File: config.mk
export PLATFORM = sky130hd
export DESIGN_NAME = intctl
export DESIGN_NICKNAME = d
export VERILOG_FILES = /design/src/rtl/intctl.sv
export SDC_FILE = /design/constraint.sdc
export NUM_CORES = 1
export LEC_CHECK = 0
export ABC_AREA = 0
export ABC_CLOCK_PERIOD_IN_PS = 1700
export CORE_MARGIN = 8
export CORE_UTILIZATION = 30
export DETAILED_ROUTE_END_ITERATION = 10
export SLEW_MARGIN = 20
export SYNTH_ARGS = -nofsm -noshare
export SYNTH_HDL_FRONTEND = slang
export SYNTH_SLANG_ARGS = --single-unit
File: constraint.sdc
create_clock -name clk -period 1.7 [get_ports clk]
set_input_delay 0.34 -clock clk [delete_from_list [all_inputs] [get_ports clk]]
set_output_delay 0.34 -clock clk [all_outputs]
set_load 0.05 [all_outputs]
File: src/rtl/intctl.sv
// rtl/intctl.sv - interrupt controller: pending latch, mask, vector acceptance, return holdoff
// Build option INTCTL_EDGE_EN: defined = edge-triggered event capture, undefined = level capture.
module intctl #(
    parameter int NUM_SRC = 4,
    parameter int WIDTH = 32,
    localparam int CW = $clog2(NUM_SRC)
) (
    input  logic               clk,
    input  logic               reset,
    input  logic [NUM_SRC-1:0] irqIn,
    input  logic               maskWe,
    input  logic [NUM_SRC-1:0] maskWd,
    input  logic               illOp,
    input  logic               pcEn,
    input  logic [WIDTH-1:0]   pcIn,
    input  logic               rfe,
    output logic               irq,
    output logic               iaBit,
    output logic [WIDTH-1:0]   epc,
    output logic [CW-1:0]      cause,
    output logic [NUM_SRC-1:0] pending
);

    typedef enum logic [1:0] {
        IDLE    = 2'd0,
        SERVICE = 2'd1,
        HOLDOFF = 2'd2
    } state_t;

    state_t             state;
    logic [NUM_SRC-1:0] mask;
    logic [CW-1:0]      sel;
    logic [NUM_SRC-1:0] clr_vec;
    logic               accept;

    assign irq    = |(pending & mask);
    assign iaBit  = (state == SERVICE) || (state == HOLDOFF);
    assign accept = (state == IDLE) && irq && !illOp && pcEn;

    // Priority select: lowest-index enabled pending source wins
    always_comb begin
        sel = '0;
        for (int i = NUM_SRC - 1; i >= 0; i--) begin
            if (pending[i] && mask[i]) begin
                sel = CW'(i);
            end
        end
    end

    // One-hot clear of the source being vectored this edge
    always_comb begin
        clr_vec = '0;
        if (accept) begin
            clr_vec[sel] = 1'b1;
        end
    end

    // Software mask register; sel above always sees the pre-write value
    always_ff @(posedge clk) begin
        if (reset) begin
            mask <= '0;
        end else if (maskWe) begin
            mask <= maskWd;
        end
    end

    // Vectoring FSM with saved PC and cause; HOLDOFF lets one instruction retire after return
    always_ff @(posedge clk) begin
        if (reset) begin
            state <= IDLE;
            epc   <= '0;
            cause <= '0;
        end else begin
            case (state)
                IDLE: begin
                    if (accept) begin
                        epc   <= pcIn;
                        cause <= sel;
                        state <= SERVICE;
                    end
                end
                SERVICE: begin
                    if (rfe) begin
                        state <= HOLDOFF;
                    end
                end
                HOLDOFF: state <= IDLE;
                default: state <= IDLE;
            endcase
        end
    end

`ifdef INTCTL_EDGE_EN
    logic [NUM_SRC-1:0] irq_prev;

    // Edge capture: rising edges latch until accepted; a new rise on the clear edge wins
    always_ff @(posedge clk) begin
        if (reset) begin
            irq_prev <= '0;
            pending  <= '0;
        end else begin
            irq_prev <= irqIn;
            pending  <= (pending & ~clr_vec) | (irqIn & ~irq_prev);
        end
    end
`else
    // Level capture: follows the lines with one cycle latency; the clear lasts one cycle only
    always_ff @(posedge clk) begin
        if (reset) begin
            pending <= '0;
        end else begin
            pending <= irqIn & ~clr_vec;
        end
    end
`endif

endmodule

Yosys cells after proc, flatten, opt, wreduce, memory -nomap -nowiden

Index checks and enable logic that the tools add are counted.

Word-level logic and storage cells: 38
Register bits: 44
Input bits: 46

Multiplexer cells: 10
Bitwise operators: 3
Eq/ne operators: 4
$lt $le $gt $ge: 2
Reductions and logical operators: 14

Operators by type and width:

| kind                                                       | count |
|---|---|
| two-way mux 2 bit                                          | 6 |
| bitwise AND 4 bit                                          | 2 |
| logical AND 1 bit                                          | 8 |
| two-way mux 4 bit                                          | 1 |
| inequality test 2 bit, second input constant               | 2 |
| inverter 4 bit                                             | 1 |
| case mux 2 bit (2 select lines)                            | 1 |
| AND reduction 2 bit                                        | 2 |
| OR reduction 4 bit                                         | 1 |
| less-than comparator 2 x 3 -> 1 bit, second input constant | 1 |
| demux 1 bit (select 2 bit)                                 | 1 |
| == test 2 x 1 -> 1 bit, second input constant              | 1 |
| == test 2 bit, second input constant                       | 1 |
| >= comparator 2 x 1 -> 1 bit, second input constant        | 1 |
| zero test 2 bit                                            | 1 |
| zero test 1 bit                                            | 1 |
| logical OR 1 bit                                           | 1 |
| two-way mux 1 bit                                          | 1 |

Longest topological paths before layout

Gate-level depths: netlist of run 1.

Depth in word-level cells: 12
Mapped depth: 8
Depth with buffers taken out: 6

Worst setup path before layout of run 1

No wires, ideal clock.

Path type: register to register
Start: register pending[1]
End: register cause[1]
Path slack: -51 ps
Arrival: 1,624 ps
Stages on the path, launching flop included: 7
Buffers on the path: 2
Setup time: 128 ps
Clock period less this slack: 1,751 ps
Path through: dfxtp_1 > nand2_1 > a31o_1 > buf_6 > buf_4 > a32oi_1 > nor2_1

Word-level cells in the longest chain between the ends: 6

Ends and longest elaborated chain:

| item                                 | RTL line | RTL |
|---|---|---|
| from (decl)                          | 21       | `output logic [NUM_SRC-1:0] pending` |
| from (signal assigned)               | 112      | `pending <= irqIn & ~clr_vec;` |
| bitwise AND 4 bit                    | 36       | `assign irq = \|(pending & mask);` |
| OR reduction 4 bit                   | 36       |  |
| logical AND 1 bit (3 in a row)       | 38       | `assign accept = (state == IDLE) && irq && !illOp && pcEn;` |
| AND reduction 2 bit (no source line) | --       |  |
| to (signal assigned)                 | 78       | `cause <= sel;` |
| to (decl)                            | 20       | `output logic [CW-1:0] cause,` |

Parallel ways exist; a longest one is shown, timed or not.
A chain may end at the register's enable or synchronous reset.

Worst setup path in the final report of run 1

Start: register pending[1]
End: output port irq

Word-level cells in the longest chain between the ends: 2

Ends and longest elaborated chain:

| item               | RTL line | RTL |
|---|---|---|
| bitwise AND 4 bit  | 36       |  |
| OR reduction 4 bit | 36       |  |
| to (decl)          | 17       | `output logic irq,` |

Every way passes these cells.

==> results of run 1 <==
[layout make-up]
cell class	count	area, µm²
repair buffers	92	866
clock inverters	1	30.0
multi-input cells	141	727
flip-flops and latches	44	883
well taps	72	90.1
fillers	577	2790
clock buffers	5	68.8
inverters	4	15.0
[per-stage QoR]
| step | worst slack, ns | utilization | TNS, ns |
|---|---|---|---|
| final | 0.0891 | 0.490 | 0 |
| after detailed placement | -0.0896 | 0.468 | -2.28 |
| after global placement | -0.0552 | 0.468 | -1.36 |
| after global routing | 0.000811 | 0.490 | 0 |
| after CTS | 0.0344 | 0.486 | 0 |
| after floorplan | 0.0451 | - | 0 |
[sequential cells by signal (all words and copies together), names as in the netlist]
register / count
state: 2
pending: 4
cause: 2
epc: 32
mask: 4
[worst paths after layout]
path	start	to	cells after the start
setup reg to reg	state[1]	cause[0]	6
hold reg to reg	epc[12]	epc[12]	2
hold / removal	epc[12]	epc[12]	2
setup / recovery	pending[1]	irq	3
[cells by family (layout without fill, tap and decap cells)]
kind of cell | after synthesis | after routing | share of synthesized area
AOI/OAI and AO/OA | 48 | 48 | 0.168
adders and majority gates | 3 | 3 | 0.0223
buffers and inverters | 17 | 102 | 0.0513
DFF | 44 | 44 | 0.523
muxes | 4 | 4 | 0.0238
and+or+nand+nor | 86 | 86 | 0.211
[layer usage]
layer / vias to the layer above / GRT usage / routed length, µm
met5: - / 0 / 0
met4: 0 / 0.0491 / 57
met3: 5 / 0.0457 / 402
met2: 68 / 0.161 / 1980
met1: 702 / 0.156 / 2370
li1: 835 / - / -
[worst min-delay path: stages (launching register included)]
cell and delay (ns):
dfxtp_1 0.31, nand2_1 0.05, a21oi_1 0.05
[placed cells by master, fill, tap and decap left out, drive strengths merged, types with 2 or more instances in the layout]
cell           count
clkdlybuf4s50     45
a21oi             37
nor3b              2
inv                4
mux2i              4
clkbuf             5
nor2               6
dfxtp             44
nand3              3
nand2             70
buf               47
ha                 3
[timing repair]
item | in CTS | in global routing
setup endpoints to repair | 0 | 36
resized for setup | 0 | 2
buffers inserted | 0 | 1
endpoints found under the hold margin | 0 | 0
hold buffers | 0 | 0
[power by group through the flow]
stage                     Clock [mW]  Sequential, mW  Combinational [mW]
after detailed placement           0            1.12               0.516
after global placement             0            1.12               0.514
final                          0.745            1.09               0.519
after CTS                      0.778            1.09               0.517
after floorplan                    0            1.19               0.198
after global routing           0.821            1.10               0.562
==> impl_metrics.tcl, run 1 <==
set metrics [dict create \
    outcome "complete, no violations" \
    hold_ws_ns 0.456 \
    leakage_nw 1.06 \
    dp_hpwl_um 3590 \
    routed_wl_um 4820 \
    syn-num-nets 251 \
    seqPwrFrac 0.464 \
    yosys_warnings 0 \
    endpoint_kind "output port" \
    viasPerCell 4.48 \
    synth-seq-area-share 0.523 \
    crit_family "simple AND/OR/NAND/NOR gates" \
    switching_share 0.263 \
    syn2layout_area_growth_pct 59.3 \
    path_clk_slew_ns 0.08 \
    hold_path_class "reg2reg" \
    clock_sinks 44 \
    timing.final.crit_share 0.948 \
    cp-start-kind "register" \
    wl_per_cell_um 13.4 \
    synth.area.top_cells "dfxtp_1, nand2_1, a21oi_1" \
    worst_pin_slew_ns 0.343 \
    ys_top_cells_by_count "nand2_1, dfxtp_1, a21oi_1" \
    fin_nets 337 \
    grt_max_degree 45 \
    drc 0 \
    synth-seq-cells 44 \
    placeableCoreArea_um2 5470 \
    synthFlopType "dfxtp_1" \
    layout.cells.non_filler 359 \
    diodes 0 \
    fin_crit_ns 1.61 \
    dieArea_um2 8260 \
    clockPowerShare 0.316 \
    grt-ovfl-total 0 \
    path_cells "nand2_1 > nand3_1 > buf_12" \
    drive_gt1_frac 0.206 \
    power.total_mw 2.36 \
    grt_pass1_wl_um 7950 \
    critPathBufInv 1 \
    slowest_delay_ns 0.33 \
    numCtsBuffers 5 \
    drtAntennaViolNets 0 \
    slew_headroom 0.771 \
    syn-cell-area_um2 1680 \
    cp.arrival_ns 1.27 \
    clk_path_buf_depth 2 \
    peakVddDrop_mv 0.415 \
    fin_skew_ns 0.00799 \
    ys_async_sr_fraction 0 \
    grt_pass1_vias 1610 \
    die_y_um 90.9 \
    synth_enable_flop_cells 0 \
    path_class "reg2out" \
    root_buffer "clkbuf_8" \
    rows 27 \
    ys_types 30 \
    max-cap-violations 0 \
    yosysTopAreaCell "dfxtp_1" \
    cellPowerDensity_nw_per_um2 879 \
    antenna_found_initial 0 \
    cts_max_level 2 \
    p_int_mw 1.74 \
    crit_fanout 9 \
    vias 1610 \
    dr.pass1.iters 4 \
    syn_avg_cell_area_um2 8.33 \
    fmax_mhz 621 \
    slew_violations 0 \
    hold_viol_final 0 \
    fin_area_um2 2680 \
    cp.required_ns 1.36 \
    yosysTopAreaCellShare 0.523 \
    ios 86 \
    slowest_stage "dfxtp_2" \
    detail_route.iter0.violations 68 \
    syn_inst 202 \
    rsz0062_at_grt "false" \
    floorplan.initialDensity 0.307 \
    clk_latency_ns 0.29 \
    comb_power_share 0.220 \
    routabilityCongestion 0.746 \
    regToRegSetupSlack_ns 0.12 \
    port_buffers 85 \
    grt_usage 0.117 \
    placedCellCount 352 \
    place_area_um2 2560 \
    fp.dieW_um 90.9 \
    cts_tree "yes" \
    yosysMostFrequentCell "nand2_1" \
    setup_viol 0 \
    switching_power_mw 0.620 \
]
Note: power is estimated with default switching activity, not from simulation.
==> run 2: changes to the inputs <==
--- a/config.mk
+++ b/config.mk
@@ -9,6 +9,7 @@
 export ABC_CLOCK_PERIOD_IN_PS = 1700
 export CORE_MARGIN = 8
 export CORE_UTILIZATION = 30
+export CTS_BUF_LIST = sky130_fd_sc_hd__clkbuf_8 sky130_fd_sc_hd__clkbuf_16
 export DETAILED_ROUTE_END_ITERATION = 10
 export SLEW_MARGIN = 20
 export SYNTH_ARGS = -nofsm -noshare
==> results of run 2 <==
The final DEF is identical to that of run 1; final timing and power are the same.
==> run 3: changes to the inputs <==
--- a/config.mk
+++ b/config.mk
@@ -10,6 +10,7 @@
 export CORE_MARGIN = 8
 export CORE_UTILIZATION = 30
 export CTS_BUF_LIST = sky130_fd_sc_hd__clkbuf_8 sky130_fd_sc_hd__clkbuf_16
+export CTS_CLUSTER_DIAMETER = 200
 export DETAILED_ROUTE_END_ITERATION = 10
 export SLEW_MARGIN = 20
 export SYNTH_ARGS = -nofsm -noshare
==> results of run 3 <==
The final DEF is identical to that of run 1; final timing and power are the same.
